**src/rtl/npu_os_sequencer_if.sv**
```systemverilog
// Bundle of config, control and status signals between the NPU decoder side and the OS sequencer.
// The sequencer uses the slave modport; the decoder/driver side uses master.
interface npu_os_sequencer_if #(
   parameter int ARRAY_N    = 16,
   parameter int ADDR_WIDTH = 32,
   parameter int K_WIDTH    = 16
);
   localparam int DW = $clog2(ARRAY_N) + 1;

   logic                  start_i;
   logic                  abort_i;
   logic [K_WIDTH-1:0]    k_len_i;
   logic [DW-1:0]         num_rows_i;
   logic [DW-1:0]         num_cols_i;
   logic [ADDR_WIDTH-1:0] a_base_addr_i;
   logic [ADDR_WIDTH-1:0] w_base_addr_i;
   logic [ADDR_WIDTH-1:0] o_base_addr_i;
   logic                  a_buf_on_o;
   logic                  w_buf_on_o;
   logic [ADDR_WIDTH-1:0] a_base_addr_o;
   logic [ADDR_WIDTH-1:0] w_base_addr_o;
   logic [ADDR_WIDTH-1:0] o_base_addr_o;
   logic [DW-1:0]         a_num_rows_o;
   logic [DW-1:0]         w_num_cols_o;
   logic [2:0]            operation_signal_o;
   logic                  o_ag_o_on_o;
   logic                  sa_reset_o;
   logic                  busy_o;
   logic                  done_o;
   logic                  err_o;
   logic [31:0]           perf_cycles_o;

   modport slave (
      input  start_i, abort_i, k_len_i, num_rows_i, num_cols_i,
             a_base_addr_i, w_base_addr_i, o_base_addr_i,
      output a_buf_on_o, w_buf_on_o, a_base_addr_o, w_base_addr_o, o_base_addr_o,
             a_num_rows_o, w_num_cols_o, operation_signal_o, o_ag_o_on_o,
             sa_reset_o, busy_o, done_o, err_o, perf_cycles_o
   );

   modport master (
      output start_i, abort_i, k_len_i, num_rows_i, num_cols_i,
             a_base_addr_i, w_base_addr_i, o_base_addr_i,
      input  a_buf_on_o, w_buf_on_o, a_base_addr_o, w_base_addr_o, o_base_addr_o,
             a_num_rows_o, w_num_cols_o, operation_signal_o, o_ag_o_on_o,
             sa_reset_o, busy_o, done_o, err_o, perf_cycles_o
   );
endinterface

```
**src/rtl/npu_os_sequencer.sv**
```systemverilog
// Output-stationary matmul pass sequencer: FLOW -> FLUSH -> DRAIN -> STORE -> CLEAR -> DONE.
// Optional pass cycle counter enabled by defining NPU_SEQ_PERF_CNT_EN.
module npu_os_sequencer #(
   parameter int ARRAY_N    = 16,
   parameter int ADDR_WIDTH = 32,
   parameter int K_WIDTH    = 16
) (
   input  logic                  clk_i,
   input  logic                  rst_ni,
   npu_os_sequencer_if.slave     bus
);
   localparam int DW = $clog2(ARRAY_N) + 1;

   localparam logic [2:0] S_IDLE  = 3'd0;
   localparam logic [2:0] S_FLOW  = 3'd1;
   localparam logic [2:0] S_FLUSH = 3'd2;
   localparam logic [2:0] S_DRAIN = 3'd3;
   localparam logic [2:0] S_STORE = 3'd4;
   localparam logic [2:0] S_CLEAR = 3'd5;
   localparam logic [2:0] S_DONE  = 3'd6;

   localparam logic [2:0] OP_IDLE  = 3'b000;
   localparam logic [2:0] OP_FLOW  = 3'b100;
   localparam logic [2:0] OP_DRAIN = 3'b110;

   localparam logic [DW-1:0] L_DIM_MAX = DW'(ARRAY_N);

   logic [2:0]            r_state, w_state_next;
   logic [K_WIDTH-1:0]    r_cnt, w_cnt_next;
   logic                  r_abort_seen, w_abort_seen_next;
   logic [K_WIDTH-1:0]    r_k;
   logic [DW-1:0]         r_m, r_n;
   logic [ADDR_WIDTH-1:0] r_a_base, r_w_base, r_o_base;
   logic                  r_buf_on, r_o_ag, r_sa_reset, r_busy, r_done, r_err;
   logic [2:0]            r_op;

   logic                  w_cfg_ok, w_accept, w_abortable;
   logic [K_WIDTH-1:0]    w_m_ext, w_n_ext;
   logic [K_WIDTH-1:0]    w_flow_last, w_flush_last, w_drain_last, w_store_last;

   assign w_cfg_ok = (bus.num_rows_i != '0) && (bus.num_rows_i <= L_DIM_MAX) &&
                     (bus.num_cols_i != '0) && (bus.num_cols_i <= L_DIM_MAX) &&
                     (bus.k_len_i != '0);
   assign w_accept = (r_state == S_IDLE) && bus.start_i && w_cfg_ok;
   assign w_abortable = (r_state == S_FLOW) || (r_state == S_FLUSH) ||
                        (r_state == S_DRAIN) || (r_state == S_STORE);

   // Last counter value of each phase, derived from the latched config only.
   assign w_m_ext      = K_WIDTH'(r_m);
   assign w_n_ext      = K_WIDTH'(r_n);
   assign w_flow_last  = r_k - K_WIDTH'(1);
   assign w_flush_last = w_m_ext + w_n_ext - K_WIDTH'(2);
   assign w_drain_last = K_WIDTH'(ARRAY_N) - w_m_ext - K_WIDTH'(1);
   assign w_store_last = w_m_ext;

   always_comb begin
      w_state_next      = r_state;
      w_abort_seen_next = r_abort_seen;
      case (r_state)
         S_IDLE: begin
            if (w_accept) begin
               w_state_next      = S_FLOW;
               w_abort_seen_next = 1'b0;
            end
         end
         S_FLOW:  if (r_cnt == w_flow_last)  w_state_next = S_FLUSH;
         S_FLUSH: if (r_cnt == w_flush_last) w_state_next = (r_m == L_DIM_MAX) ? S_STORE : S_DRAIN;
         S_DRAIN: if (r_cnt == w_drain_last) w_state_next = S_STORE;
         S_STORE: if (r_cnt == w_store_last) w_state_next = S_CLEAR;
         S_CLEAR: w_state_next = r_abort_seen ? S_IDLE : S_DONE;
         S_DONE:  w_state_next = S_IDLE;
         default: w_state_next = S_IDLE;
      endcase
      // Abort overrides any phase advance decided above.
      if (bus.abort_i && w_abortable) begin
         w_state_next      = S_CLEAR;
         w_abort_seen_next = 1'b1;
      end
      w_cnt_next = ((w_state_next != r_state) || (r_state == S_IDLE)) ? '0 : r_cnt + K_WIDTH'(1);
   end

   always_ff @(posedge clk_i) begin
      if (!rst_ni) begin
         r_state      <= S_IDLE;
         r_cnt        <= '0;
         r_abort_seen <= 1'b0;
         r_k          <= '0;
         r_m          <= '0;
         r_n          <= '0;
         r_a_base     <= '0;
         r_w_base     <= '0;
         r_o_base     <= '0;
         r_buf_on     <= 1'b0;
         r_op         <= OP_IDLE;
         r_o_ag       <= 1'b0;
         r_sa_reset   <= 1'b0;
         r_busy       <= 1'b0;
         r_done       <= 1'b0;
         r_err        <= 1'b0;
      end else begin
         r_state      <= w_state_next;
         r_cnt        <= w_cnt_next;
         r_abort_seen <= w_abort_seen_next;
         if (w_accept) begin
            r_k      <= bus.k_len_i;
            r_m      <= bus.num_rows_i;
            r_n      <= bus.num_cols_i;
            r_a_base <= bus.a_base_addr_i;
            r_w_base <= bus.w_base_addr_i;
            r_o_base <= bus.o_base_addr_i;
         end
         r_buf_on   <= (w_state_next == S_FLOW);
         r_op       <= ((w_state_next == S_FLOW) || (w_state_next == S_FLUSH)) ? OP_FLOW :
                       (w_state_next == S_DRAIN) ? OP_DRAIN : OP_IDLE;
         r_o_ag     <= (w_state_next == S_STORE);
         r_sa_reset <= (w_state_next == S_CLEAR);
         r_busy     <= (w_state_next != S_IDLE);
         r_done     <= (w_state_next == S_DONE);
         r_err      <= (r_state == S_IDLE) && bus.start_i && !w_cfg_ok;
      end
   end

`ifdef NPU_SEQ_PERF_CNT_EN
   logic [31:0] r_perf;

   // Loaded with 1 on acceptance so the first FLOW cycle is already counted.
   always_ff @(posedge clk_i) begin
      if (!rst_ni) begin
         r_perf <= '0;
      end else if (w_accept) begin
         r_perf <= 32'd1;
      end else if ((w_state_next != S_IDLE) && (r_perf != '1)) begin
         r_perf <= r_perf + 32'd1;
      end
   end

   assign bus.perf_cycles_o = r_perf;
`else
   assign bus.perf_cycles_o = '0;
`endif

   assign bus.a_buf_on_o         = r_buf_on;
   assign bus.w_buf_on_o         = r_buf_on;
   assign bus.a_base_addr_o      = r_a_base;
   assign bus.w_base_addr_o      = r_w_base;
   assign bus.o_base_addr_o      = r_o_base;
   assign bus.a_num_rows_o       = r_m;
   assign bus.w_num_cols_o       = r_n;
   assign bus.operation_signal_o = r_op;
   assign bus.o_ag_o_on_o        = r_o_ag;
   assign bus.sa_reset_o         = r_sa_reset;
   assign bus.busy_o             = r_busy;
   assign bus.done_o             = r_done;
   assign bus.err_o              = r_err;
endmodule

```
**src/flat_wrapper.sv**
```systemverilog
// flat-port wrapper written by rule: the top's interface ports become plain ports
module npu_os_sequencer_flat 
#(
   parameter int ARRAY_N    = 16,
   parameter int ADDR_WIDTH = 32,
   parameter int K_WIDTH    = 16
)
  (clk_i, rst_ni, bus_start_i, bus_abort_i, bus_k_len_i, bus_num_rows_i, bus_num_cols_i, bus_a_base_addr_i, bus_w_base_addr_i, bus_o_base_addr_i, bus_a_buf_on_o, bus_w_buf_on_o, bus_a_base_addr_o, bus_w_base_addr_o, bus_o_base_addr_o, bus_a_num_rows_o, bus_w_num_cols_o, bus_operation_signal_o, bus_o_ag_o_on_o, bus_sa_reset_o, bus_busy_o, bus_done_o, bus_err_o, bus_perf_cycles_o);
  npu_os_sequencer_if #(.ARRAY_N(ARRAY_N), .ADDR_WIDTH(ADDR_WIDTH), .K_WIDTH(K_WIDTH)) bus_i ();
  input  logic clk_i;
  input  logic rst_ni;
  input wire logic [$bits(bus_i.start_i)-1:0] bus_start_i;
  input wire logic [$bits(bus_i.abort_i)-1:0] bus_abort_i;
  input wire logic [$bits(bus_i.k_len_i)-1:0] bus_k_len_i;
  input wire logic [$bits(bus_i.num_rows_i)-1:0] bus_num_rows_i;
  input wire logic [$bits(bus_i.num_cols_i)-1:0] bus_num_cols_i;
  input wire logic [$bits(bus_i.a_base_addr_i)-1:0] bus_a_base_addr_i;
  input wire logic [$bits(bus_i.w_base_addr_i)-1:0] bus_w_base_addr_i;
  input wire logic [$bits(bus_i.o_base_addr_i)-1:0] bus_o_base_addr_i;
  output wire logic [$bits(bus_i.a_buf_on_o)-1:0] bus_a_buf_on_o;
  output wire logic [$bits(bus_i.w_buf_on_o)-1:0] bus_w_buf_on_o;
  output wire logic [$bits(bus_i.a_base_addr_o)-1:0] bus_a_base_addr_o;
  output wire logic [$bits(bus_i.w_base_addr_o)-1:0] bus_w_base_addr_o;
  output wire logic [$bits(bus_i.o_base_addr_o)-1:0] bus_o_base_addr_o;
  output wire logic [$bits(bus_i.a_num_rows_o)-1:0] bus_a_num_rows_o;
  output wire logic [$bits(bus_i.w_num_cols_o)-1:0] bus_w_num_cols_o;
  output wire logic [$bits(bus_i.operation_signal_o)-1:0] bus_operation_signal_o;
  output wire logic [$bits(bus_i.o_ag_o_on_o)-1:0] bus_o_ag_o_on_o;
  output wire logic [$bits(bus_i.sa_reset_o)-1:0] bus_sa_reset_o;
  output wire logic [$bits(bus_i.busy_o)-1:0] bus_busy_o;
  output wire logic [$bits(bus_i.done_o)-1:0] bus_done_o;
  output wire logic [$bits(bus_i.err_o)-1:0] bus_err_o;
  output wire logic [$bits(bus_i.perf_cycles_o)-1:0] bus_perf_cycles_o;
  assign bus_i.start_i = bus_start_i;
  assign bus_i.abort_i = bus_abort_i;
  assign bus_i.k_len_i = bus_k_len_i;
  assign bus_i.num_rows_i = bus_num_rows_i;
  assign bus_i.num_cols_i = bus_num_cols_i;
  assign bus_i.a_base_addr_i = bus_a_base_addr_i;
  assign bus_i.w_base_addr_i = bus_w_base_addr_i;
  assign bus_i.o_base_addr_i = bus_o_base_addr_i;
  assign bus_a_buf_on_o = bus_i.a_buf_on_o;
  assign bus_w_buf_on_o = bus_i.w_buf_on_o;
  assign bus_a_base_addr_o = bus_i.a_base_addr_o;
  assign bus_w_base_addr_o = bus_i.w_base_addr_o;
  assign bus_o_base_addr_o = bus_i.o_base_addr_o;
  assign bus_a_num_rows_o = bus_i.a_num_rows_o;
  assign bus_w_num_cols_o = bus_i.w_num_cols_o;
  assign bus_operation_signal_o = bus_i.operation_signal_o;
  assign bus_o_ag_o_on_o = bus_i.o_ag_o_on_o;
  assign bus_sa_reset_o = bus_i.sa_reset_o;
  assign bus_busy_o = bus_i.busy_o;
  assign bus_done_o = bus_i.done_o;
  assign bus_err_o = bus_i.err_o;
  assign bus_perf_cycles_o = bus_i.perf_cycles_o;
  npu_os_sequencer #(.ARRAY_N(ARRAY_N), .ADDR_WIDTH(ADDR_WIDTH), .K_WIDTH(K_WIDTH)) u_core (.clk_i(clk_i), .rst_ni(rst_ni), .bus(bus_i));
endmodule
```
**config.mk**
```make
export PLATFORM = sky130hd
export DESIGN_NAME = npu_os_sequencer_flat
export DESIGN_NICKNAME = d
export VERILOG_FILES = /design/src/rtl/npu_os_sequencer_if.sv /design/src/rtl/npu_os_sequencer.sv /design/src/flat_wrapper.sv
export SDC_FILE = /design/constraint.sdc
export NUM_CORES = 1
export LEC_CHECK = 0
export CAP_MARGIN = 15
export CORE_UTILIZATION = 45
export CTS_BUF_LIST = sky130_fd_sc_hd__clkbuf_16
export CTS_CLUSTER_DIAMETER = 60
export DETAILED_ROUTE_END_ITERATION = 12
export MAX_ROUTING_LAYER = met4
export PLACE_DENSITY = 0.81
export SLEW_MARGIN = 20
export SYNTH_ARGS = -nofsm -noshare
export SYNTH_HDL_FRONTEND = slang
export SYNTH_SLANG_ARGS = --single-unit
```
**constraint.sdc**
```tcl
create_clock -name clk_i -period 5.3 [get_ports clk_i]
set_clock_uncertainty 0.2 [all_clocks]
set_input_delay 1.06 -clock clk_i [delete_from_list [all_inputs] [get_ports clk_i]]
set_output_delay 1.06 -clock clk_i [all_outputs]
set_load 0.005 [all_outputs]
```
* Yosys cells after proc, flatten, opt, wreduce, memory -nomap -nowiden
Index checks and enable logic that the tools add are counted.
** Storage, ports and cells
- Register bits after elaboration :: 151
- Input port bits :: 126
- Output and inout port bits :: 148
- Word-level logic and storage cells :: 81
** Cells by class
- Add/sub/neg operators :: 6
- $lt $le $gt $ge :: 2
- Eq/ne operators :: 17
- Muxes and demuxes :: 14
- Bitwise logic cells :: 1
- Reductions and logical operators :: 24
** Operators with widths (number)
- $eq 16x16->1 :: 3
- $sub 16x1->16 const B :: 2
- $mux 3 :: 10
- $pmux 3 s6 :: 1
- $add 16x1->16 const B :: 1
- $eq 16x5->1 :: 1
- $reduce_bool 16->1 :: 1
- $sub 16x2->16 const B :: 1
- $eq 3x3->1 const B :: 5
- $eq 3x2->1 const B :: 4
- $le 5x5->1 const B :: 2
- $reduce_bool 5->1 :: 2
- $logic_and 1x1->1 :: 8
- $add 5x5->6 :: 1
- $eq 3x1->1 const B :: 2
- $sub 5x5->6 const A :: 1
- $eq 5x5->1 const B :: 1
- $logic_or 1x1->1 :: 5
- $reduce_bool 2->1 :: 2
- $reduce_or 2->1 :: 2
- $logic_not 3->1 :: 1
- $mux 1 :: 3
- $ne 3x3->1 :: 1
- $reduce_bool 3->1 :: 1
- other kinds (3) :: 3

* Longest topological paths before layout
Gate-level depths: netlist (run 1).
- Depth in word-level cells :: 12
- Depth in mapped cells :: 19

* Least setup slack after synthesis (run 1)
No wires, ideal clock.
- Path kind :: register -> register
- From :: register u_core.r_m[1] (netlist: u_core.bus.a_num_rows_o[1])
- To :: register u_core.r_cnt[10]
- Library setup time :: 165 ps
- Arrival time :: 4421 ps
- Data required time :: 4935 ps
- Path slack :: 515 ps
- Stages on the path, launching flop included :: 20
- Path buffers :: 2
- Clock period less this slack :: 4785 ps
- Path through :: dfxtp_1 > clkbuf_1 > inv_1 > ha_1 > nand2b_1 > nor2_1 > ha_1 > nor3_1 > nand3_1 > ha_1 > xnor2_1 > nand3_1 > nor4_1 > nand4b_1 > or4_1 > or2_2 > o41ai_1 > o32a_1 > buf_2 > a2111oi_4
** Between the ends
- Longest elaborated chain between the ends :: 9
- Elaborated cells on any way between the ends :: 17
- Those cells by class :: add/sub (4); eq/ne (5); mux (6); reduce/logical (2)
** Ends and longest elaborated chain
- from (decl) :: RTL line npu_os_sequencer.sv:32 : logic [DW-1:0] r_m, r_n;
- from (signal assigned) :: RTL line npu_os_sequencer.sv:106 : r_m <= bus.num_rows_i;
- $sub 5x5->6 or $add 5x5->6 (tied branches) :: RTL line npu_os_sequencer.sv:53, npu_os_sequencer.sv:52
- $sub 16x1->16 or $sub 16x2->16 (tied branches) :: RTL line npu_os_sequencer.sv:53, npu_os_sequencer.sv:52
- $eq 16x16->1 (on tied branches) :: RTL line npu_os_sequencer.sv:68, npu_os_sequencer.sv:67
- $mux 3 (on tied branches) :: RTL line npu_os_sequencer.sv:68, npu_os_sequencer.sv:67
- $pmux 3 s6 (*) :: RTL line npu_os_sequencer.sv:59 : case (r_state)
- $mux 3 (*) :: RTL line npu_os_sequencer.sv:75 : if (bus.abort_i && w_abortable) begin
- $ne 3x3->1 (*) :: RTL line npu_os_sequencer.sv:79 : w_cnt_next = ((w_state_next != r_state) || (r_state == S_IDLE)) ? '0 : r_cnt + K_WIDTH'(1);
- $logic_or 1x1->1 (*) :: RTL line npu_os_sequencer.sv:79
- $reduce_or 2->1 (no source line) (*)
- to (signal assigned) :: RTL line npu_os_sequencer.sv:102 : r_cnt <= w_cnt_next;
- to (decl) :: RTL line npu_os_sequencer.sv:29 : logic [K_WIDTH-1:0] r_cnt, w_cnt_next;
Every way passes the cells marked *; elsewhere a longest branch is shown, timed or not.
A chain may end at the register's enable or synchronous reset.

* Final worst setup path (run 1)
- From :: register u_core.r_m[1] (netlist: u_core.bus.a_num_rows_o[1])
- To :: register u_core.r_cnt[0]
Same word-level chain as after synthesis.

==> results of run 1 <==
[registers in the layout, summed over array words and instances (netlist names)]
name,count
u_core.bus.sa_reset_o,1
u_core.bus.done_o,1
u_core.bus.busy_o,1
u_core.bus.a_base_addr_o,32
u_core.bus.o_base_addr_o,32
u_core.bus.a_num_rows_o,5
u_core.bus.a_buf_on_o,1
u_core.bus.o_ag_o_on_o,1
u_core.bus.operation_signal_o,2
u_core.r_k,16
u_core.bus.w_base_addr_o,32
u_core.r_abort_seen,1
u_core.r_cnt,16
u_core.bus.err_o,1
u_core.r_state,3
u_core.bus.w_num_cols_o,5
[final cells by class]
class / count / area [um2]
clock inverters: 14 / 160.2
repair buffers: 250 / 2502
well taps: 220 / 275.3
clock buffers: 17 / 425.4
flip-flops and latches: 150 / 3003
fillers: 1385 / 6022
multi-input cells: 728 / 4188
inverters: 17 / 66.31
[cell usage after synthesis (all sizes together) (11+ instances only)]
cell | n | share of area [%]
nand2 | 266 | 13
dfxtp | 150 | 39
a21oi | 136 | 8.8
clkbuf | 62 | 3.0
buf | 47 | 4.5
xnor2 | 31 | 3.5
xor2 | 30 | 3.4
nor2 | 25 | 1.2
a2111oi | 18 | 4.4
inv | 17 | 0.83
o21ai | 16 | 1.1
ha | 14 | 2.3
nand3 | 14 | 0.91
nor3 | 14 | 0.98
nor4 | 13 | 1.1
and3 | 12 | 0.98
nand4 | 11 | 0.89
[worst max-delay path by stage]
stage	cells after the start	slack [ns]	endpoint	from
after floorplan	19	0.51	u_core.r_cnt[10]	u_core.bus.a_num_rows_o[1]
after global placement	17	0.67	u_core.r_cnt[4]	u_core.bus.a_num_rows_o[1]
after detailed placement	17	0.50	u_core.r_cnt[3]	u_core.bus.a_num_rows_o[1]
after CTS	17	0.42	u_core.r_cnt[0]	u_core.bus.a_num_rows_o[1]
after global routing	17	0.10	u_core.r_cnt[0]	u_core.bus.a_num_rows_o[1]
final	17	0.49	u_core.r_cnt[0]	u_core.bus.a_num_rows_o[1]
[report_power, final]
part	switching, W	internal [W]
Combinational	0.000499	0.000451
Sequential	0.0000803	0.00122
Clock	0.000475	0.000734
[through the flow]
step                instances  utilization (%)  instance area (um2)
floorplan                1004                -                 7819
global placement         1365            60.27                10030
detailed placement       1365            60.27                10030
CTS                      1396            63.78                10620
global route             1396            63.81                10620
finish                   1396            63.81                10620
[logic make-up after synthesis]
| family | Yosys count | share of synthesized area [%] |
|---|---|---|
| compound gates | 210 | 18.63 |
| buf+inv | 126 | 8.321 |
| mux | 10 | 1.316 |
| simple gates | 399 | 23.21 |
| flops | 150 | 39.01 |
| fa+ha+maj | 15 | 2.535 |
| other cells | 1 | 0.04871 |
| xor+xnor | 61 | 6.940 |
[layout by cell type, fill, tap and decap left out, types with 9 or more instances in the layout]
cell,count
xor2_1,30
nand4_1,11
and3_1,12
nor3_1,12
clkdlybuf4s50_1,240
inv_1,17
ha_1,14
nand3_1,14
conb_1,33
nor2_1,25
dfxtp_1,150
nand2_1,266
a2111oi_4,9
nor4_1,13
xnor2_1,31
mux2i_1,9
a21oi_1,136
o21ai_0,15
clkbuf_16,17
[worst register-to-register path, cell delays in order (launching register included)]
cell and delay (ns):
dfxtp_1 0.31, inv_1 0.13, ha_1 0.32, nand2b_1 0.14, nor2_1 0.11, ha_1 0.29, nor3_2 0.24, nand3_1 0.12
ha_1 0.32, xnor2_1 0.14, nand3_1 0.09, nor4_1 0.30, nand4b_1 0.15, or4_1 0.49, a31oi_1 0.24, o21ai_2 0.11
a2111o_4 0.52, a2111oi_1 0.46
[per-layer routing]
layer	up-vias	part of all wire (%)	wire (um)
met3	39	5.1	1117
met4	0	2.6	577
met5	-	0	0
li1	3633	-	-
met1	3382	42	9076
met2	225	51	11040
==> flow_metrics.tcl, run 1 <==
set metrics [dict create \
    rows 47 \
    crit_chain "inv_1, ha_1, nand2b_1, nor2_1, ha_1, nor3_2, nand3_1, ha_1, xnor2_1, nand3_1, nor4_1, nand4b_1, or4_1, a31oi_1, o21ai_2, a2111o_4, a2111oi_1" \
    worstSetupEndpointType "register" \
    hold_path_depth 2 \
    worstReg2RegEnd "u_core.r_cnt[0]" \
    grt_pass1_wl_um 34980 \
    cts_tree "yes" \
    min_period_ns 4.808 \
    r2r-start "u_core.bus.a_num_rows_o[1]" \
    path_class "register to register" \
    drt_iter0_markers 493 \
    nNetsFinal 1305 \
    design.core.area_um2 16640 \
    drc 0 \
    ys_seq_area_share_pct 39.01 \
    htree_levels 4 \
    drv_slew 0 \
    hold_violations 0 \
    syn_to_final_growth_pct 37.95 \
    ant_nets 0 \
    total_power_w 0.003460 \
    crit_family "simple AND/OR/NAND/NOR gates" \
    max_stage_delay_ns 0.52 \
    synth_flop_cell "dfxtp_1" \
    ir_drop_mv 0.2079 \
    cp.required_ns 5.38 \
    start_util_pct 46.26 \
    synth_area_per_cell_um2 7.920 \
    critPathMaxFanout 16 \
    holdBufCountCts 0 \
    ys_types 68 \
    reg2reg_slack_ns 0.49 \
    max_slew_margin_pct 37.63 \
    synthCells 972 \
    finalSetupTns_ns 0 \
    cts_resized 0 \
    cp_slowest_cell "a2111o_4" \
    grt_pass1_vias 6966 \
    fmax_mhz 208.0 \
    crit_top_cell "ha_1" \
    numCtsBuffers 17 \
    min_from "u_core.bus.a_base_addr_o[19]" \
    use_met2_pct 42.61 \
    via_per_inst 5.214 \
    cts_sinks 150 \
    critPathArrivalTime_ns 4.89 \
    clkLatencyLatePin_ns 0.42 \
    die_area_um2 17630 \
    globalplace.congestion 0.8626 \
    ys_ff_latch 150 \
    rsz0062_at_grt "false" \
    dr.pass1.iters 5 \
    ff2ff_path_depth 17 \
    grtUsageMet1_pct 30.23 \
    grt_usage_pct 25.57 \
    syn_area_um2 7699 \
    path_buf_inv 1 \
    cp-start-kind "register" \
    synth_edf_count 0 \
    antenna_found_initial 0 \
    place_hpwl_um 15580 \
    clockBufferDepth 2 \
    diodes 0 \
    grt_start_max_net_pins 104 \
    avgRoutedWirePerCell_um 15.63 \
    hold_end "u_core.bus.a_base_addr_o[19]" \
    powerDensity_nw_per_um2 325.7 \
    status "finished, final reports clean" \
    finalWorstSetupSlack_ns 0.4916 \
    post-route-period-util_pct 90.72 \
    grt_busiest_layer "met2" \
    worst_pin_slew_ns 0.9270 \
    die_h_um 132.8 \
    drive_gt1_share_pct 5.272 \
    hold_path.class "register to register" \
    cap_violations 0 \
    setup_violations 0 \
    grt_util_met3_pct 4.751 \
    vias 7279 \
    grt_overflow 0 \
    root_buffer "clkbuf_16" \
    yosys_warnings 0 \
    die_w_um 132.8 \
    dp_slack_ns 0.4995 \
    pin_count 274 \
    synthArstFlopShare_pct 0 \
    fin_hold_ws_ns 0.2513 \
    wl_um 21820 \
    path_clk_slew_ns 0.06 \
    io_buffers 240 \
    total_leakage_power_nw 3.681 \
    post_cts_buffers 0 \
]
No activity file was read; power rests on OpenSTA's default activity.
==> run 2: changes to the inputs <==
==> constraint.sdc (replaced) <==
create_clock -name clk_i -period 5.3 [get_ports clk_i]
set_clock_uncertainty 0.2 [all_clocks]
set_input_delay 1.06 -clock clk_i [delete_from_list [all_inputs] [get_ports clk_i]]
set_output_delay 1.06 -clock clk_i [all_outputs]
set_load 0.01 [all_outputs]
==> results of run 2 <==
The final DEF is identical to that of run 1. Status: finished, final reports clean.
Among the figures that moved: total power 0.003460 W -> 0.003493 W; worst IR drop on VDD 0.2079 mV -> 0.2085 mV
